`src/rtl/acc_out_port.sv`:
```
// Read-side port for the accumulator: captures full-word or lower-byte-merged
// values on controller strobes and queues them for a valid/ready consumer.
module acc_out_port #(
  parameter int WIDTH = 16,
  parameter int DEPTH = 4,
  parameter int CW    = $clog2(DEPTH + 1)
) (
  input  logic             clk,
  input  logic             rst,
  input  logic [WIDTH-1:0] ain,
  input  logic             out_write,
  input  logic             out_lower_write,
  input  logic             ovf_clr,
  output logic [WIDTH-1:0] dout,
  output logic             dout_valid,
  input  logic             dout_ready,
  output logic             full,
  output logic [CW-1:0]    level,
  output logic             overflow
);

  localparam int AW = (DEPTH > 1) ? $clog2(DEPTH) : 1;

  logic [WIDTH-1:0] r_mem [DEPTH];
  logic [AW-1:0]    r_wr_ptr;
  logic [AW-1:0]    r_rd_ptr;
  logic [CW-1:0]    r_level;
  logic [WIDTH-1:0] r_shadow;
  logic             r_overflow;

  logic             w_push_req;
  logic [WIDTH-1:0] w_push_data;
  logic             w_full;
  logic             w_pop;
  logic             w_push;
  logic             w_drop;

  // A full-word write takes priority; the lower-byte form keeps the shadow's
  // upper byte so the read side mirrors the accumulator's byte-load mode.
  assign w_push_req  = out_write | out_lower_write;
  assign w_push_data = out_write ? ain : {r_shadow[WIDTH-1:8], ain[7:0]};

  assign w_full = (r_level == CW'(DEPTH));
  assign w_pop  = (r_level != '0) && dout_ready;
  // A pop in the same cycle frees a slot, so a full queue can still accept.
  assign w_push = w_push_req && (!w_full || w_pop);
  assign w_drop = w_push_req && w_full && !w_pop;

  // NOTE: sequential state uses non-blocking assignments so every register
  // samples pre-edge values regardless of statement order.
  always_ff @(posedge clk) begin
    if (!rst) begin
      r_wr_ptr   <= '0;
      r_rd_ptr   <= '0;
      r_level    <= '0;
      r_shadow   <= '0;
      r_overflow <= 1'b0;
    end else begin
      if (w_push_req) r_shadow <= w_push_data;
      if (w_push)     r_wr_ptr <= r_wr_ptr + AW'(1);
      if (w_pop)      r_rd_ptr <= r_rd_ptr + AW'(1);

      case ({w_push, w_pop})
        2'b10:   r_level <= r_level + CW'(1);
        2'b01:   r_level <= r_level - CW'(1);
        default: r_level <= r_level;
      endcase

      if (w_drop)       r_overflow <= 1'b1;
      else if (ovf_clr) r_overflow <= 1'b0;
    end
  end

  // NOTE: storage has no reset; level and pointers define which entries are
  // live, so clearing the array would only cost reset fan-out.
  always_ff @(posedge clk) begin
    if (w_push) r_mem[r_wr_ptr] <= w_push_data;
  end

  assign dout_valid = (r_level != '0);
  assign dout       = dout_valid ? r_mem[r_rd_ptr] : '0;
  assign full       = w_full;
  assign level      = r_level;
  assign overflow   = r_overflow;

endmodule

```
`config.mk`:
```
export PLATFORM = sky130hd
export DESIGN_NAME = acc_out_port
export DESIGN_NICKNAME = d
export VERILOG_FILES = /design/src/rtl/acc_out_port.sv
export SDC_FILE = /design/constraint.sdc
export NUM_CORES = 1
export LEC_CHECK = 0
export ABC_AREA = 1
export CAP_MARGIN = 20
export CORE_MARGIN = 1.5
export CORE_UTILIZATION = 40
export DETAILED_ROUTE_END_ITERATION = 10
export HOLD_SLACK_MARGIN = 0.06
export PLACE_DENSITY_LB_ADDON = 0.05
export SLEW_MARGIN = 25
export SYNTH_ARGS = -nofsm -noshare
export SYNTH_HDL_FRONTEND = slang
export SYNTH_SLANG_ARGS = --single-unit
```
`constraint.sdc`:
```
create_clock -name clk -period 3.3 [get_ports clk]
set_input_delay 0.66 -clock clk [delete_from_list [all_inputs] [get_ports clk]]
set_output_delay 0.66 -clock clk [all_outputs]
set_load 0.01 [all_outputs]
```
== Yosys cells after proc, flatten, opt, wreduce, memory -nomap -nowiden ==
Memories as Yosys holds them, arrays and structs flattened. A register that Yosys moved wholly into a read port is not among the register bits.
Index checks and enable logic that the tools add are counted.
Operators by class
  add/sub/neg operators: 4
  multiply operators: 0
  divide/modulo/power cells: 0
  order comparisons: 0
  eq/ne operators: 3
  shifts and indexed selects: 0
  mux-type cells: 9
  bitwise operators: 1
  reductions and logical operators: 10
Operators with widths (count)
  $mux 16: 2
  $pmux 3 s2: 1
  $add 2x1->2 const B: 2
  $logic_and 1x1->1: 4
  $mux 1: 4
  $mux 2: 2
  $reduce_bool 2->1: 2
  $add 3x1->3 const B: 1
  $eq 3x3->1 const B: 1
  $reduce_bool 3->1: 1
  $sub 3x1->3 const B: 1
  $eq 2x1->1 const B: 1
  $eq 2x2->1 const B: 1
  $logic_not 1->1: 2
  $logic_or 1x1->1: 1
  $or 1x1->1: 1
Word-level totals
  bits in registers: 24
  bits in latches: 0
  bits in writable memories: 64
  memory bits (read-only): 0
  input bits: 22
  output and inout bits: 22
  word-level logic and storage cells: 33
  memories kept: 1
Memory list
  r_mem: words 4, width 16, rd ports 1, clocked after Yosys merged registers in 1, write ports 1, RTL line 24  | logic [WIDTH-1:0] r_mem [DEPTH];

== Longest topological paths before layout ==
Gate-level depths: netlist (run 1).
  word-level depth: 6
  mapped depth: 10
  mapped depth without buffers: 10

== Worst setup path before layout (run 1) ==
OpenSTA, ideal clock, no wires.
  kind: in2reg
  start: input out_write
  end: memory r_mem[0][0] (enable)
  setup time: 0.389 ns
  arrival time: 1.753 ns
  required time: 2.911 ns
  slack: 1.159 ns
  cell stages on the path: 5
  buffers on the path: 1
  cell sequence: buf_6 -> nor2_8 -> inv_1 -> o21ai_4 -> nor2_1
Between the ends
  longest elaborated chain between the ends: 4
RTL lines
  start, declared: RTL line 11  | input logic out_write,
  $or 1x1->1: RTL line 40  | assign w_push_req = out_write | out_lower_write;
  $logic_and 1x1->1: RTL line 46  | assign w_push = w_push_req && (!w_full || w_pop);
  $mux 1: RTL line 77  | if (w_push) r_mem[r_wr_ptr] <= w_push_data;
  $mux 1 (implied by the code): RTL line 77
  end, declared: RTL line 24
Every way passes these cells.

== Final worst setup path (run 1) ==
  start: register r_level[2] (netlist: level[2])
  end: output dout[13]
Between the ends
  longest elaborated chain between the ends: 2
RTL lines
  start, declared: RTL line 27  | logic [CW-1:0] r_level;
  start signal, assigned: RTL line 64  | 2'b10: r_level <= r_level + CW'(1);
  start signal, assigned: RTL line 65  | 2'b01: r_level <= r_level - CW'(1);
  start signal, assigned: RTL line 66  | default: r_level <= r_level;
  $reduce_bool 3->1: RTL line 80  | assign dout_valid = (r_level != '0);
  $mux 16: RTL line 81  | assign dout = dout_valid ? r_mem[r_rd_ptr] : '0;
  end, declared: RTL line 14  | output logic [WIDTH-1:0] dout,
Every way passes these cells.

==> impl_results.md, run 1 <==
- Die Ht: approximately 95 um
- DP Cell Count: 446
- Clock share of power: around a quarter
- GPL Wtd Cong: 0.689
- CTS tree: yes
- Overall Global Routing Usage: 16.2%
- Routed len/inst: 14.0 um
- Rows: 33
- 1st-iter DRT viols: 136
- Clk buf depth: 2
- Cts repair resizes: 0
- Element type at the critical path start: flop
- DRC violations left: 0
- Synth top area cells: edfxtp_1 57%, dfxtp_1 11%, nor2_1 7.8%
- Register area share after synthesis: 68.0%
- P_leak: 1.52 nW
- Routed Antenna Nets: 0
- Pre-CTS setup slack: roughly 0.77 ns
- Hold Path Class: flop to flop
- Setup ws final: 0.495 ns
- Post-synth EDFFs: 64
- IO buf count: 43
- WP data required: ~2.6 ns
- Antenna violations before repair: 0
- Period utilization: between 80 and 90%
- Syn-to-layout area delta: 22.6%
- Post-synth top cells: 70 x nor2_1, 64 x edfxtp_1, 31 x a21oi_1, 31 x o21ai_0, 30 x nand2_1
- Crit path DAT: 2.15 ns
- Ys async rst share: 0%
- Final WL: 6470 um
- Fin cells: 462
- Syn Nets: 329
- Synthesized instance count: just over 300
- Hold Buf Count CTS: 0
- Synthesized area: 3360 um^2
- Sw Share: ~30%
- Netlist cell types: 28
- Setup TNS: 0 ns
- Main synth FF type: edfxtp_1
- Post-route cell area: approximately 4000 um^2
- Final Slew Violations: 0
- Cell taking the most area after synthesis: edfxtp_1
- Clk_skew: 0.00963 ns
- # diodes: 0
- Root buf cell: clkbuf_8
- Synth warnings: 0
- Post-CTS Setup Inserts: 0
- Worst slew pin tran: 0.656 ns
- Critical Path End Type: primary output
- Die footprint: 8950 um^2
- Final Hold Viols: 0
- Total core area: ~8200 um^2
- Skew-Pair Late Insertion Delay: ~0.34 ns
- Int Pwr: approximately 2.0 mW
- Crit path time final: 2.81 ns
- RSZ-0062 raised after global routing: no
- Die span in x: 94.6 um
- Average cell area after synthesis: approximately 11 um^2
- Vias per cell: around 4.7
- Synth Register Bits: 82
- I/O pin cnt: 44
- Layout cells sized above 1: under 10%
- Seq pwr share: roughly 45%
- Net Switching: between 0.8 and 0.9 mW
- Placed Area: 3910 um^2
- Setup CP Type: flop to primary output
- # fillers: about 780
- GRT Residual Overflow: 0
- H-tree levels: 3
- Initial Util: approximately 40%
- Power, Total: about 2.8 mW
- Peak supply drop: approximately 270 uV
- Max Cap Viol: 0
- Relative slew margins: a little under three fifths
- TritonCTS Buffers: 9
- Via count: between 2k and 2.5k
- Achievable Freq: 0.356 GHz
- Vias in the first global route: ~2.1k
- Most frequent cell after synthesis: nor2_1
- Clk pin slew, worst setup/hold paths: around 0.080 ns
- Power share of the combinational group: between 20% and 30%
- Worst Path Max Fanout: 16
- HPWL Detailed: 3960 um
- Detailed Routing Iterations Pass 1: 4
- CTS sink cnt: 82
- Status: finished clean
- Fin nets: roughly 380
- Largest net degree at the start of global routing: 33
- Yosys top cell area share: a little under three fifths
- Final setup viols: 0
- Cell Pwr Density: about 690 nW/um^2
- First-pass GRT wire length: approximately 11000 um
-- worst max-delay path: stages, from the launching register on --
cell	delay, ns
dfxtp_1	0.41
inv_1	0.10
nand2_4	0.11
inv_1	0.29
a21oi_1	0.31
clkdlybuf4s50_1	0.58
-- per-stage QoR --
stage,hold slack [ns],util (%)
final,0.471,50.3
after global placement,0.456,47.8
after detailed placement,0.456,47.8
after global routing,0.488,50.3
after CTS,0.473,50.3
after floorplan,0.441,-
-- registers in the layout, summed over array words and instances (netlist names), named ones only --
signal / flops
r_shadow: 8
r_wr_ptr: 2
overflow: 1
level: 3
r_rd_ptr: 2
r_mem: 64
-- layout by cell type, fill, tap and decap left out, drive strengths merged --
cell and count:
nand2 34, clkdlybuf4s50 43, fa 1, edfxtp 64, ha 4, nor2 72
a21boi 1, clkbuf 14, dfxtp 18, buf 8, clkinv 2, a21oi 32
inv 19, o21ai 38, nand4 1, bufinv 1, nand3 5
-- final cells by class --
cell class | instances | area, um^2 | area share, %
Tap cell | 105 | 131 | 3.19
Clock inverter | 2 | 35.0 | 0.851
Multi-Input combinational cell | 188 | 928 | 22.6
Sequential cell | 82 | 2280 | 55.5
Clock buffer | 14 | 173 | 4.20
Timing Repair Buffer | 51 | 490 | 11.9
Inverter | 20 | 75.1 | 1.82
-- logic make-up after synthesis --
group           count (synthesis)  synth area share, %
fa+ha+maj                       5                 2.09
simple gates                  112                 14.5
buf+inv                        32                 4.32
flops                          82                 68.0
compound gates                 71                 11.1
-- power by group through the flow --
stage	Combinational (mW)	Sequential (mW)	Clock [mW]
finish	0.830	1.27	0.744
global placement	0.839	1.29	0
global route	0.923	1.28	0.810
CTS	0.849	1.27	0.768
detailed placement	0.845	1.30	0
floorplan	0.466	1.29	0
-- worst paths after layout --
| kind | endpoint | cells after the start | slack (ns) | from |
|---|---|---|---|---|
| worst max-delay path | dout[13] | 5 | 0.49 | level[2]$_SDFFE_PN0P_ |
| worst min-delay path | r_shadow[8]$_SDFFE_PN0P_ | 2 | 0.47 | r_shadow[8]$_SDFFE_PN0P_ |
| worst max register to register | level[2]$_SDFFE_PN0P_ | 8 | 1.70 | level[2]$_SDFFE_PN0P_ |
| worst min register to register | r_shadow[8]$_SDFFE_PN0P_ | 2 | 0.47 | r_shadow[8]$_SDFFE_PN0P_ |
-- layer usage --
| metal | GRT usage, % | wire (um) |
|---|---|---|
| met1 | 20.7 | 3170 |
| met2 | 26.1 | 2960 |
| met3 | 4.51 | 254 |
| met4 | 5.97 | 84 |
| met5 | 0 | 0 |
Power figures use the tool's default switching activity.
==> inputs of run 2 (changes only) <==
Settings changed: GPL_ROUTABILITY_DRIVEN set to 0.
==> results of run 2 <==
No change in the layout: final DEF, timing and power equal those of run 1.
==> RTL change (settings of run 1) <==
Set the parameter `DEPTH` to 8 (it was 4).
--- a/src/rtl/acc_out_port.sv
+++ b/src/rtl/acc_out_port.sv
@@ -4,3 +4,3 @@
   parameter int WIDTH = 16,
-  parameter int DEPTH = 4,
+  parameter int DEPTH = 8,
   parameter int CW    = $clog2(DEPTH + 1)
Interface: changed (resized level); port bits go from 44 to 45. The function was not compared with the original's and may differ.
==> RTL change against run 1 <==
Critical path depth increased by 2. Routed wire length is 110% higher. Register-to-register slack got worse by 0.57 ns. Synthesized area is 79% higher. Sequential cell count is 68 higher. Cell area grew 77%. Power rose by 99%. Clock skew is 0.0021 ns lower. Worst setup slack got worse by 0.23 ns. Critical endpoint is now dout[2]. Largest power group unchanged.
==> RTL change: results (changes against run 1) <==
** Placement
- The count of buffers inserted at the top-level ports is 44 (was 43).
- The instance area at placement was 6720 µm² (was 3910 µm²).

** Synthesis
- Share of the synthesized area in compound gates (AO/OA/AOI/OAI) :: 0.119 (was 0.111)
- The net count after synthesis is 545 (was 329).
- The number of synthesized flops with an enable pin came to 128 (was 64).
- The average instance area after synthesis was 11.6 µm² (was 11.1 µm²).

** Global route
- The met1 demand-to-capacity share in global routing came to 0.235 (was 0.207).
- Global-route track usage on met2 :: 0.283 (was 0.261)
- The global-route wire length before repair came to 20,900 µm (was 10,600 µm).
- The global-route usage over all layers came to 0.177 (was 0.162).
- The maximum number of pins on one net before global-route repair is 65 (was 33).

** Worst setup path
- Worst reg2reg startpoint :: level[0]$_SDFFE_PN0P_ (was level[2]$_SDFFE_PN0P_)
- Data arrival time of the worst path :: 2.38 ns (was 2.15 ns)

** Finish
- The count of non-CTS inverters in the layout came to 26 (was 20).
- Share of layout cells above drive strength 1 :: 0.100 (was 0.0952)
- The non-clock buffer total of the final layout came to 62 (was 51).
- Clock network area share :: 0.0767 (was 0.0505)
- Register area :: 4290 µm² (was 2280 µm²)

** Clock tree
- The clock latency on the worst-skew pair came to 0.42 ns (was 0.34 ns).
- Number of buffers created by CTS :: 17 (was 9)

** Detailed routing
- The violation count after the first detailed-routing iteration was 365 (was 136).
- The post-detailed-routing wire length came to 13,300 µm (was 6470 µm).

** Status
- Outcome: finished clean (unchanged).

** Timing
- Maximum clock skew at final layout :: 0.00755 ns (was 0.00963 ns)

** Power and ir drop
- The worst supply voltage drop on vdd is 0.000434 V (was 0.000268 V).
[RTL change: changes by cell type in the layout (fill, tap and decap cells not counted), moves of 6 or more]
cell and change:
sky130_fd_sc_hd__clkbuf_16 +17, sky130_fd_sc_hd__clkbuf_1 +6, sky130_fd_sc_hd__o22ai_1 +16, sky130_fd_sc_hd__a31oi_1 +16
sky130_fd_sc_hd__nand2_1 +16, sky130_fd_sc_hd__nor2_1 +44, sky130_fd_sc_hd__a21oi_1 -17, sky130_fd_sc_hd__buf_4 +8
sky130_fd_sc_hd__clkbuf_8 -10, sky130_fd_sc_hd__edfxtp_1 +64, sky130_fd_sc_hd__o21ai_0 +37, sky130_fd_sc_hd__o21ai_1 +12
[RTL change: worst min-delay path, cell delays in order (launching register included)]
cell and delay (ns):
sky130_fd_sc_hd__dfxtp_1 0.31, sky130_fd_sc_hd__inv_1 0.05, sky130_fd_sc_hd__a21oi_1 0.06
